## src/rtl/mul_pkg.sv

```systemverilog
// rtl/mul_pkg.sv - shared FSM encodings and sizing helper for the sequential multiplier
// Purpose: state encodings and a constant-evaluable clog2 used to size the bit counter.
// Ports: none (package).
package mul_pkg;

  localparam logic [1:0] ST_IDLE = 2'd0;
  localparam logic [1:0] ST_CALC = 2'd1;
  localparam logic [1:0] ST_DONE = 2'd2;

  // Smallest r with 2**r >= value; used at elaboration time only.
  function automatic int clog2(input int value);
    int r;
    r = 0;
    for (int i = 0; i < 31; i++) begin
      if ((1 << i) < value) r = i + 1;
    end
    return r;
  endfunction

endpackage

```

## src/rtl/mul_seq_param_if.sv

```systemverilog
// rtl/mul_seq_param_if.sv - request/result bundle between the controller and the MUL unit
// Purpose: groups the operand request and the result/status signals of mul_seq_param.
// Ports (master drives): start, is_signed, multiplicand, multiplier
//       (slave drives):  product, busy, finish
interface mul_seq_param_if #(
  parameter int WIDTH = 32
);
  logic                 start;
  logic                 is_signed;
  logic [WIDTH-1:0]     multiplicand;
  logic [WIDTH-1:0]     multiplier;
  logic [2*WIDTH-1:0]   product;
  logic                 busy;
  logic                 finish;

  modport master (
    output start, is_signed, multiplicand, multiplier,
    input  product, busy, finish
  );

  modport slave (
    input  start, is_signed, multiplicand, multiplier,
    output product, busy, finish
  );
endinterface

```

## src/rtl/mul_sign_fix.sv

```systemverilog
// rtl/mul_sign_fix.sv - N-bit conditional two's-complement negate
// Purpose: dout = neg ? -din : din, modulo 2**N.
// Ports: din [N-1:0] in, neg in, dout [N-1:0] out.
module mul_sign_fix #(
  parameter int N = 32
) (
  input  logic [N-1:0] din,
  input  logic         neg,
  output logic [N-1:0] dout
);

  assign dout = neg ? (~din + N'(1)) : din;

endmodule

```

## src/rtl/mul_seq_param.sv

```systemverilog
// rtl/mul_seq_param.sv - parametrised shift-add multiplier retiring one multiplier bit per clock
// Purpose: IDLE -> CALC (WIDTH cycles) -> DONE -> IDLE; signed mode via magnitude multiply and
//          final conditional negate.
// Ports: clk, rst (async active-low), bus (slave): start, is_signed, multiplicand, multiplier in;
//        product [2*WIDTH-1:0], busy, finish out.
module mul_seq_param
  import mul_pkg::*;
#(
  parameter int WIDTH = 32
) (
  input  logic                 clk,
  input  logic                 rst,
  mul_seq_param_if.slave       bus
);

  localparam int             CW   = clog2(WIDTH + 1);
  localparam logic [CW-1:0]  LAST = CW'(WIDTH - 1);

  logic [1:0]         state_q, state_d;
  logic [CW-1:0]      count_q, count_d;
  logic               armed_q, armed_d;
  logic               neg_q, neg_d;
  logic [WIDTH-1:0]   mcand_q, mcand_d;
  logic [WIDTH-1:0]   acc_hi_q, acc_hi_d;
  logic [WIDTH-1:0]   mplr_q, mplr_d;
  logic [2*WIDTH-1:0] product_q, product_d;

  logic [WIDTH-1:0]   mag_a, mag_b;
  logic               neg_in;
  logic [WIDTH:0]     addend;
  logic [WIDTH:0]     sum;
  logic [2*WIDTH-1:0] next_acc;
  logic [2*WIDTH-1:0] prod_fixed;

  // Magnitudes only in signed mode. -2**(W-1) negates to itself, which read as unsigned
  // W bits is exactly 2**(W-1), so the corner case needs no extra bit.
  mul_sign_fix #(.N(WIDTH)) u_fix_a (
    .din  (bus.multiplicand),
    .neg  (bus.is_signed & bus.multiplicand[WIDTH-1]),
    .dout (mag_a)
  );

  mul_sign_fix #(.N(WIDTH)) u_fix_b (
    .din  (bus.multiplier),
    .neg  (bus.is_signed & bus.multiplier[WIDTH-1]),
    .dout (mag_b)
  );

  assign neg_in = bus.is_signed & (bus.multiplicand[WIDTH-1] ^ bus.multiplier[WIDTH-1]);

  // Add into the upper half with a carry bit, then shift {carry, acc_hi, mplr} right by one.
  assign addend   = mplr_q[0] ? {1'b0, mcand_q} : {(WIDTH + 1){1'b0}};
  assign sum      = {1'b0, acc_hi_q} + addend;
  assign next_acc = {sum, mplr_q[WIDTH-1:1]};

  // The result is registered on the CALC->DONE transition so product is valid on the
  // same edge that raises finish.
  mul_sign_fix #(.N(2 * WIDTH)) u_fix_p (
    .din  (next_acc),
    .neg  (neg_q),
    .dout (prod_fixed)
  );

  always_comb begin
    state_d   = state_q;
    count_d   = count_q;
    armed_d   = armed_q;
    neg_d     = neg_q;
    mcand_d   = mcand_q;
    acc_hi_d  = acc_hi_q;
    mplr_d    = mplr_q;
    product_d = product_q;

    // A low start re-arms; a start held high never retriggers.
    if (!bus.start) armed_d = 1'b1;

    case (state_q)
      ST_IDLE: begin
        if (bus.start && armed_q) begin
          mcand_d  = mag_a;
          mplr_d   = mag_b;
          neg_d    = neg_in;
          acc_hi_d = '0;
          count_d  = '0;
          armed_d  = 1'b0;
          state_d  = ST_CALC;
        end
      end
      ST_CALC: begin
        acc_hi_d = next_acc[2*WIDTH-1:WIDTH];
        mplr_d   = next_acc[WIDTH-1:0];
        count_d  = count_q + CW'(1);
        if (count_q == LAST) begin
          product_d = prod_fixed;
          state_d   = ST_DONE;
        end
      end
      ST_DONE: state_d = ST_IDLE;
      default: state_d = ST_IDLE;
    endcase
  end

  always_ff @(posedge clk or negedge rst) begin
    if (!rst) begin
      state_q   <= ST_IDLE;
      count_q   <= '0;
      armed_q   <= 1'b1;
      neg_q     <= 1'b0;
      mcand_q   <= '0;
      acc_hi_q  <= '0;
      mplr_q    <= '0;
      product_q <= '0;
    end else begin
      state_q   <= state_d;
      count_q   <= count_d;
      armed_q   <= armed_d;
      neg_q     <= neg_d;
      mcand_q   <= mcand_d;
      acc_hi_q  <= acc_hi_d;
      mplr_q    <= mplr_d;
      product_q <= product_d;
    end
  end

  assign bus.product = product_q;
  assign bus.busy    = (state_q != ST_IDLE);
  assign bus.finish  = (state_q == ST_DONE);

endmodule
```

## src/flat_wrapper.sv

```systemverilog
// flat-port wrapper written by rule: the top's interface ports become plain ports
module mul_seq_param_flat import mul_pkg::*;
#(
  parameter int WIDTH = 32
)
  (clk, rst, bus_start, bus_is_signed, bus_multiplicand, bus_multiplier, bus_product, bus_busy, bus_finish);
  mul_seq_param_if #(.WIDTH(WIDTH)) bus_i ();
  input  logic clk;
  input  logic rst;
  input wire logic [$bits(bus_i.start)-1:0] bus_start;
  input wire logic [$bits(bus_i.is_signed)-1:0] bus_is_signed;
  input wire logic [$bits(bus_i.multiplicand)-1:0] bus_multiplicand;
  input wire logic [$bits(bus_i.multiplier)-1:0] bus_multiplier;
  output wire logic [$bits(bus_i.product)-1:0] bus_product;
  output wire logic [$bits(bus_i.busy)-1:0] bus_busy;
  output wire logic [$bits(bus_i.finish)-1:0] bus_finish;
  assign bus_i.start = bus_start;
  assign bus_i.is_signed = bus_is_signed;
  assign bus_i.multiplicand = bus_multiplicand;
  assign bus_i.multiplier = bus_multiplier;
  assign bus_product = bus_i.product;
  assign bus_busy = bus_i.busy;
  assign bus_finish = bus_i.finish;
  mul_seq_param #(.WIDTH(WIDTH)) u_core (.clk(clk), .rst(rst), .bus(bus_i));
endmodule
```

## config.mk

```make
export PLATFORM = sky130hd
export DESIGN_NAME = mul_seq_param_flat
export DESIGN_NICKNAME = d
export VERILOG_FILES = /design/src/rtl/mul_pkg.sv /design/src/rtl/mul_seq_param_if.sv /design/src/rtl/mul_sign_fix.sv /design/src/rtl/mul_seq_param.sv /design/src/flat_wrapper.sv
export SDC_FILE = /design/constraint.sdc
export NUM_CORES = 1
export LEC_CHECK = 0
export BUFFER_PORTS_ARGS = -buffer_cell sky130_fd_sc_hd__buf_2
export CAP_MARGIN = 0
export CORE_AREA = 4 4 225 227
export DETAILED_ROUTE_END_ITERATION = 6
export DIE_AREA = 0 0 229 231
export SLEW_MARGIN = 15
export SYNTH_ARGS = -nofsm -noshare
export SYNTH_HDL_FRONTEND = slang
export SYNTH_HIERARCHICAL = 1
export SYNTH_SLANG_ARGS = --single-unit
```

## constraint.sdc

```tcl
create_clock -name clk -period 4.8 [get_ports clk]
set_input_delay 0.72 -clock clk [delete_from_list [all_inputs] [get_ports clk]]
set_output_delay 0.72 -clock clk [all_outputs]
set_load 0.02 [all_outputs]
```

# --- Word level (Yosys, flattened, before mapping) ---
# Cells that the tools add are included.
word_totals:
  elab_cells: 49
  output_inout_bits: 66
  ff_bits: 170
  in_bits: 68
classes:
  bitwise: 7
  n_eq_ne: 5
  n_reduce_logical: 8
  mux: 16
  addsub: 5
ops:
  columns: ["operator", "n"]
  rows:
  - ["32-bit two-way mux", 5]
  - ["32-bit case mux with 2 select lines", 2]
  - ["32-bit by 1-bit adder with 32-bit output (second input constant)", 2]
  - ["64-bit by 1-bit adder with 64-bit output (second input constant)", 1]
  - ["64-bit two-way mux", 1]
  - ["32-bit NOT", 2]
  - ["64-bit NOT", 1]
  - ["32-bit by 33-bit adder with 33-bit output", 1]
  - ["6-bit case mux with 2 select lines", 1]
  - ["2-bit AND reduction", 4]
  - ["6-bit by 1-bit adder with 6-bit output (second input constant)", 1]
  - ["6-bit by 5-bit equality test with 1-bit output (second input constant)", 1]
  - ["6-bit two-way mux", 1]
  - ["2-bit two-way mux", 2]
  - ["2-bit by 1-bit != test with 1-bit output (second input constant)", 2]
  - ["2-bit case mux with 2 select lines", 1]
  - ["2-bit nonzero test", 2]
  - ["1-bit bitwise AND", 3]
  - ["1-bit two-way mux", 3]
  - ["2-bit by 1-bit equality test with 1-bit output (second input constant)", 1]
  - ["2-bit equality test (second input constant)", 1]
  - ["2-bit zero test", 1]
  - ["1-bit logical AND", 1]
  - ["1-bit XOR", 1]

# --- Longest topological paths before layout ---
logic_depth:
  word_depth: 5
  depth_mapped: 19
  ltp_nobuf: 17

# --- Cells and area by module ---
# The synthesis kept the hierarchy.
by_module_without_submodules:
  columns: ["mod", "area_each_um2", "instances", "cells_each", "seq_area_each_um2"]
  rows:
  - ["mul_seq_param", 8814.7, 1, 913, 4255.3]
  - ["mul_sign_fix (u_core.u_fix_p)", 1649.1, 1, 206, 0.0]
  - ["mul_sign_fix (u_core.u_fix_a ...)", 777.0, 2, 99, 0.0]

# --- Worst setup path before layout ---
# No wires, ideal clock.
synth_timing:
  kind: "register -> register"
  start: "register u_core.mplr_q[0]"
  end: "register u_core.product_q[63], in the netlist u_core/bus.product[63]"
  slack_ps: 372
  t_arrival_ps: 4303
  setup_time_ps: 125
  required_ps: 4675
  synth_period_minus_slack_ps: 4428
  path_stages_with_launch: 19
  path_buffers: 1
  path_cell_list: "dfrtp_1 -> clkbuf_1 -> and2_1 -> ha_1 -> inv_1 -> fa_1 -> and2b_1 -> o2111ai_2 -> a211oi_2 -> o21ai_2 -> a21oi_1 -> o211ai_1 -> xnor2_1 -> or4_4 -> or3_1 -> or4_1 -> o31ai_1 -> xnor2_1 -> mux2_2"
synth_between:
  elab_chain_len: 5
synth_lines:
  columns: ["element", "line_no", "source"]
  rows:
  - ["from (decl)", "mul_seq_param.sv:25", "logic [WIDTH-1:0] mplr_q, mplr_d;"]
  - ["from (signal assigned)", "mul_seq_param.sv:120", "mplr_q <= mplr_d;"]
  - ["32-bit two-way mux", "mul_seq_param.sv:52", "assign addend = mplr_q[0] ? {1'b0, mcand_q} : {(WIDTH + 1){1'b0}};"]
  - ["32-bit by 33-bit adder with 33-bit output", "mul_seq_param.sv:53", "assign sum = {1'b0, acc_hi_q} + addend;"]
  - ["net u_core.sum[26]", "mul_seq_param.sv:31", "logic [WIDTH:0] sum;"]
  - ["64-bit NOT", "mul_sign_fix.sv:12", "assign dout = neg ? (~din + N'(1)) : din;"]
  - ["64-bit by 1-bit adder with 64-bit output", "mul_sign_fix.sv:12", null]
  - ["64-bit two-way mux", "mul_sign_fix.sv:12", null]
  - ["net u_core.prod_fixed[63]", "mul_seq_param.sv:33", "logic [2*WIDTH-1:0] prod_fixed;"]
  - ["to (signal assigned)", "mul_seq_param.sv:121", "product_q <= product_d;"]
  - ["to (decl)", "mul_seq_param.sv:26", "logic [2*WIDTH-1:0] product_q, product_d;"]
# The timed path passes the listed nets, and every way through them passes these cells.
# A chain may end at the register's enable or synchronous reset.

# --- Worst setup path in the final report ---
# Same ends and word-level chain as after synthesis.

==> results summary <==
The flow ran to the end, and the final reports show no timing, DRC or antenna violations. The worst ir drop on vdd came out at 0.288 mV. In this run the cell area of the synthesized design comes to 0.0120 sq mm. The remaining max-slew budget at the tightest pin came out at 31.1%. The area enclosed by the die boundary is 0.0529 sq mm.

The area of all placed cells without fillers is 0.0140 sq mm. The proportion of synthesized chip area in sequential cells came out at 35.4%. The reg-to-reg setup timing slack is 0.18 ns. The arrival time of the worst setup path came out at 4.95 ns. The total count of hold-check failures in the final report came out at 0. For this design the top-level I/O count stands at 134. Summing over every cut layer, the via total after detailed routing is 10124.

The count of buffering cells on the critical path with inverters included is 1. The largest delay contributor family on the critical path is simple AND/OR/NAND/NOR gates. The number of placed instances, taps included came out at 2026. The number of nets in the layout came out at 1528. Setup repair after global routing could not meet its margin everywhere. The startpoint identified for the worst register-to-register timing path is u_core/mplr_q[0]$_DFFE_PN0P_. The setup clock skew after layout came out at 0.0112 ns. Leaving out fill and tap cells, the most frequent cell in the layout is sky130_fd_sc_hd__nand2_1. The total power density per cell area came out at 645 mW/mm^2. Synthesis handed over a netlist of 1317 instances. The growth of design area from synthesis to finish came out at 16.8%.

Setup violations remaining at the end of the flow were counted as 0. The detailed-route DRC error count came out at 0. The post-detailed-route count of antenna-violating nets came out at 0. The mean instance size in the synthesized netlist is 9.13 sq um. The ratio of cells with drive above 1 in the final layout came out at 24.6%. The routed via count divided by cell count came out at 4.90. For this design the static power due to leakage is 5.57 nW.

The final routed wirelength across all metal layers is 35900 um. The clock latency on the worst-skew pair came out at 0.45 ns. Summed over all failing endpoints, the final setup total negative slack is 0 ns.

The post-synth net total is 1422. After synthesis, the share of flip-flops with an asynchronous set or reset is 100%. The endpoint identified for the worst register-to-register timing path is u_core/bus.product[63]$_DFFE_PN0P_.

The fmax is 216 MHz. The final worst setup slack is 0.179 ns. Walking the worst path, the cells encountered are and2_1 -> ha_1 -> inv_1 -> fa_1 -> and2b_2 -> o2111ai_4 -> a211oi_2 -> o21ai_2 -> a21oi_1 -> o211ai_1 -> xnor2_1 -> or4_4 -> or3_1 -> or4_1 -> o31ai_2 -> xnor2_1 -> mux2_2. The post-synthesis sequential element count is 170. The tool flagged a number of max-cap violations equal to 0.

The total congestion overflow after global routing came out at 0. The pin count of the biggest net entering global routing is 93. The chip height came out at 231 um. The synthesized design contains 0 enable-type register cells. The initial antenna violation count is 10. Before antenna repair, the detailed router went through 5 iterations. The CTS root buffer is sky130_fd_sc_hd__clkbuf_16. The part of the cycle the worst path needs came out at 96.3%. The global placer's final weighted congestion is 0.886. For this design, the slowest cell found on the critical path is sky130_fd_sc_hd__or4_4. The class of the most critical setup path is reg2reg. In the layout the commonest cells are sky130_fd_sc_hd__nand2_1, sky130_fd_sc_hd__dfrtp_1, sky130_fd_sc_hd__xnor2_1. The maximum fanout encountered on the critical timing path came out at 3. The post-placement worst setup slack is 0.0887 ns. The HPWL after detailed placement is 27400 um. The total of warnings raised by yosys came out at 6.

From left edge to right edge, the die measures 229 um. The clock net sink count came out at 170. The floorplan has 81 rows. The required time at the worst-slack endpoint is 5.13 ns. The number of buffer cells added on primary ports came out at 133. The H-tree depth is 4. Counting stages on the worst path, the most repeated cell is sky130_fd_sc_hd__xnor2_1. The initial standard-cell utilization of the core came out at 24.7%. The number of CTS-inserted buffers came out at 17. The placed instances occupy a cell area of 0.0134 sq mm. The area of the placeable core came out at 0.0486 sq mm. The number of pins with negative max-slew slack in the final report is 0. The path class of the tightest hold or removal check is in2async. The worst register-to-register path has a depth of 17.

The total routing usage reported by global routing is 13.6%. By area the synthesized netlist is led by sky130_fd_sc_hd__dfrtp_1, sky130_fd_sc_hd__xnor2_1, sky130_fd_sc_hd__nand2_1. The final critical path time including I/O delays and setup came out at 4.62 ns. STA classifies the critical path startpoint as a register. The type of element capturing the critical path is a register. The count of cell types in the netlist came out at 79.

The iteration-0 DRC count of the detailed router is 748. At the pin with the least slew margin, the transition time is 1.03 ns. The per-cell routed wire length is 17.4 um. The fraction of post-synthesis cell area in the top cell type by area is 35.2%.

The finished layout holds 2065 standard cells, fillers aside. The global-route wire length before repair came out at 58100 um. The maximum single-stage delay on the critical path came out at 0.58 ns. The post-route core utilization is 28.9%.

No sink is reached through more buffers than the 2 on the longest clock path. The number of global-route vias before repair came to 10225. The biggest area contributor in the post-synthesis netlist is sky130_fd_sc_hd__dfrtp_1. The most instantiated flip-flop cell in the synthesis netlist is sky130_fd_sc_hd__dfrtp_1. The clock slew seen by the registers of the worst setup and hold paths is 0.07 ns. The clock tree from TritonCTS is done.
cells in the mapped netlist (7+ instances only):
cell type and n:
sky130_fd_sc_hd__a21oi_1 32, sky130_fd_sc_hd__a21oi_2 10, sky130_fd_sc_hd__a31oi_1 7, sky130_fd_sc_hd__and2_1 35, sky130_fd_sc_hd__buf_1 9, sky130_fd_sc_hd__buf_2 16, sky130_fd_sc_hd__clkbuf_1 40, sky130_fd_sc_hd__dfrtp_1 169
sky130_fd_sc_hd__ha_1 36, sky130_fd_sc_hd__inv_1 22, sky130_fd_sc_hd__mux2_2 64, sky130_fd_sc_hd__nand2_1 207, sky130_fd_sc_hd__nand2b_1 11, sky130_fd_sc_hd__nand3_1 25, sky130_fd_sc_hd__nand4_1 17, sky130_fd_sc_hd__nor2_1 99
sky130_fd_sc_hd__nor3_1 20, sky130_fd_sc_hd__nor4_1 8, sky130_fd_sc_hd__nor4_4 9, sky130_fd_sc_hd__o211ai_1 9, sky130_fd_sc_hd__o21a_1 7, sky130_fd_sc_hd__o21ai_0 62, sky130_fd_sc_hd__o21bai_1 7, sky130_fd_sc_hd__o22ai_1 32
sky130_fd_sc_hd__o2bb2ai_1 8, sky130_fd_sc_hd__o31ai_1 43, sky130_fd_sc_hd__o41ai_1 18, sky130_fd_sc_hd__o41ai_2 12, sky130_fd_sc_hd__or2_2 8, sky130_fd_sc_hd__or3_1 12, sky130_fd_sc_hd__or4_1 8, sky130_fd_sc_hd__or4_4 7
sky130_fd_sc_hd__xnor2_1 139, sky130_fd_sc_hd__xor2_1 11
state kept, by name, summed over array words and instances (netlist names):
register            flops
u_core/state_q          2
u_core/bus.product     64
u_core/acc_hi_q        32
u_core/count_q          6
u_core/mplr_q          32
u_core/mcand_q         32
u_core/neg_q            1
u_core/armed_q          1
report_power, final:
group,internal (mW),switching (mW)
sequential,1.86,0.449
combinational,2.21,3.14
clock,0.775,0.626
total,4.84,4.22
metrics by stage:
step / hold slack (ns) / total power [mW]
floorplan: 0.424 / 6.02
global placement: 0.456 / 7.52
detailed placement: 0.456 / 7.61
CTS: 0.381 / 9.06
global route: 0.425 / 9.79
finish: 0.354 / 9.06
worst max path at each step:
| stage | from | to | slack [ns] | depth (start not counted) |
|---|---|---|---|---|
| global placement | u_core/mplr_q[0]$_DFFE_PN0P_ | u_core/bus.product[62]$_DFFE_PN0P_ | 0.12 | 16 |
| global route | u_core/mplr_q[0]$_DFFE_PN0P_ | u_core/bus.product[63]$_DFFE_PN0P_ | -0.01 | 16 |
| CTS | u_core/mplr_q[0]$_DFFE_PN0P_ | u_core/bus.product[62]$_DFFE_PN0P_ | 0.09 | 16 |
| finish | u_core/mplr_q[0]$_DFFE_PN0P_ | u_core/bus.product[63]$_DFFE_PN0P_ | 0.18 | 17 |
| detailed placement | u_core/mplr_q[0]$_DFFE_PN0P_ | u_core/bus.product[62]$_DFFE_PN0P_ | 0.09 | 16 |
| floorplan | u_core/mplr_q[0]$_DFFE_PN0P_ | u_core/bus.product[63]$_DFFE_PN0P_ | 0.37 | 18 |
layer usage:
| metal | global-route usage, % | vias to the layer above | part of all wire, % |
|---|---|---|---|
| met3 | 2.81 | 39 | 4.5 |
| li1 | - | 4944 | - |
| met4 | 4.01 | 8 | 1.7 |
| met1 | 18.7 | 4933 | 48 |
| met2 | 21.7 | 200 | 46 |
| met5 | 0 | - | 0.095 |
kinds of logic (layout without fill, tap and decap cells):
group	count (synthesis)	count (layout)	share of synthesized area (%)
other	0	7	0
adder cells (fa/ha/maj)	37	37	3.91
AO/OA/AOI/OAI	293	293	18.1
buffers and inverters	94	213	3.38
flip-flops	170	170	35.4
XOR/XNOR	150	150	10.9
multiplexers	67	67	6.25
AND/OR/NAND/NOR	506	506	22.0
worst register-to-register path: stages, from the launching register on:
cell and delay [ns]:
sky130_fd_sc_hd__dfrtp_1 0.40, sky130_fd_sc_hd__and2_1 0.16, sky130_fd_sc_hd__ha_1 0.16, sky130_fd_sc_hd__inv_1 0.05, sky130_fd_sc_hd__fa_1 0.40, sky130_fd_sc_hd__and2b_2 0.27, sky130_fd_sc_hd__o2111ai_4 0.14, sky130_fd_sc_hd__a211oi_2 0.35
sky130_fd_sc_hd__o21ai_2 0.14, sky130_fd_sc_hd__a21oi_1 0.14, sky130_fd_sc_hd__o211ai_1 0.14, sky130_fd_sc_hd__xnor2_1 0.20, sky130_fd_sc_hd__or4_4 0.58, sky130_fd_sc_hd__or3_1 0.35, sky130_fd_sc_hd__or4_1 0.44, sky130_fd_sc_hd__o31ai_2 0.23
sky130_fd_sc_hd__xnor2_1 0.09, sky130_fd_sc_hd__mux2_2 0.26
cell type report:
class	instances	area, sq um
Multi-Input combinational cell	1053	7420
Tap cell	622	778
Timing Repair Buffer	159	892
Inverter	22	82.6
Clock inverter	15	165
Sequential cell	170	4260
Clock buffer	17	425
Fill cell	5174	34600
Antenna cell	7	17.5
repair_timing:
action,in CTS,in global routing
buffers inserted,0,0
hold buffers,0,0
setup endpoints to repair,0,9
gates resized for setup,0,8
Note: power is estimated with default switching activity, not from simulation.
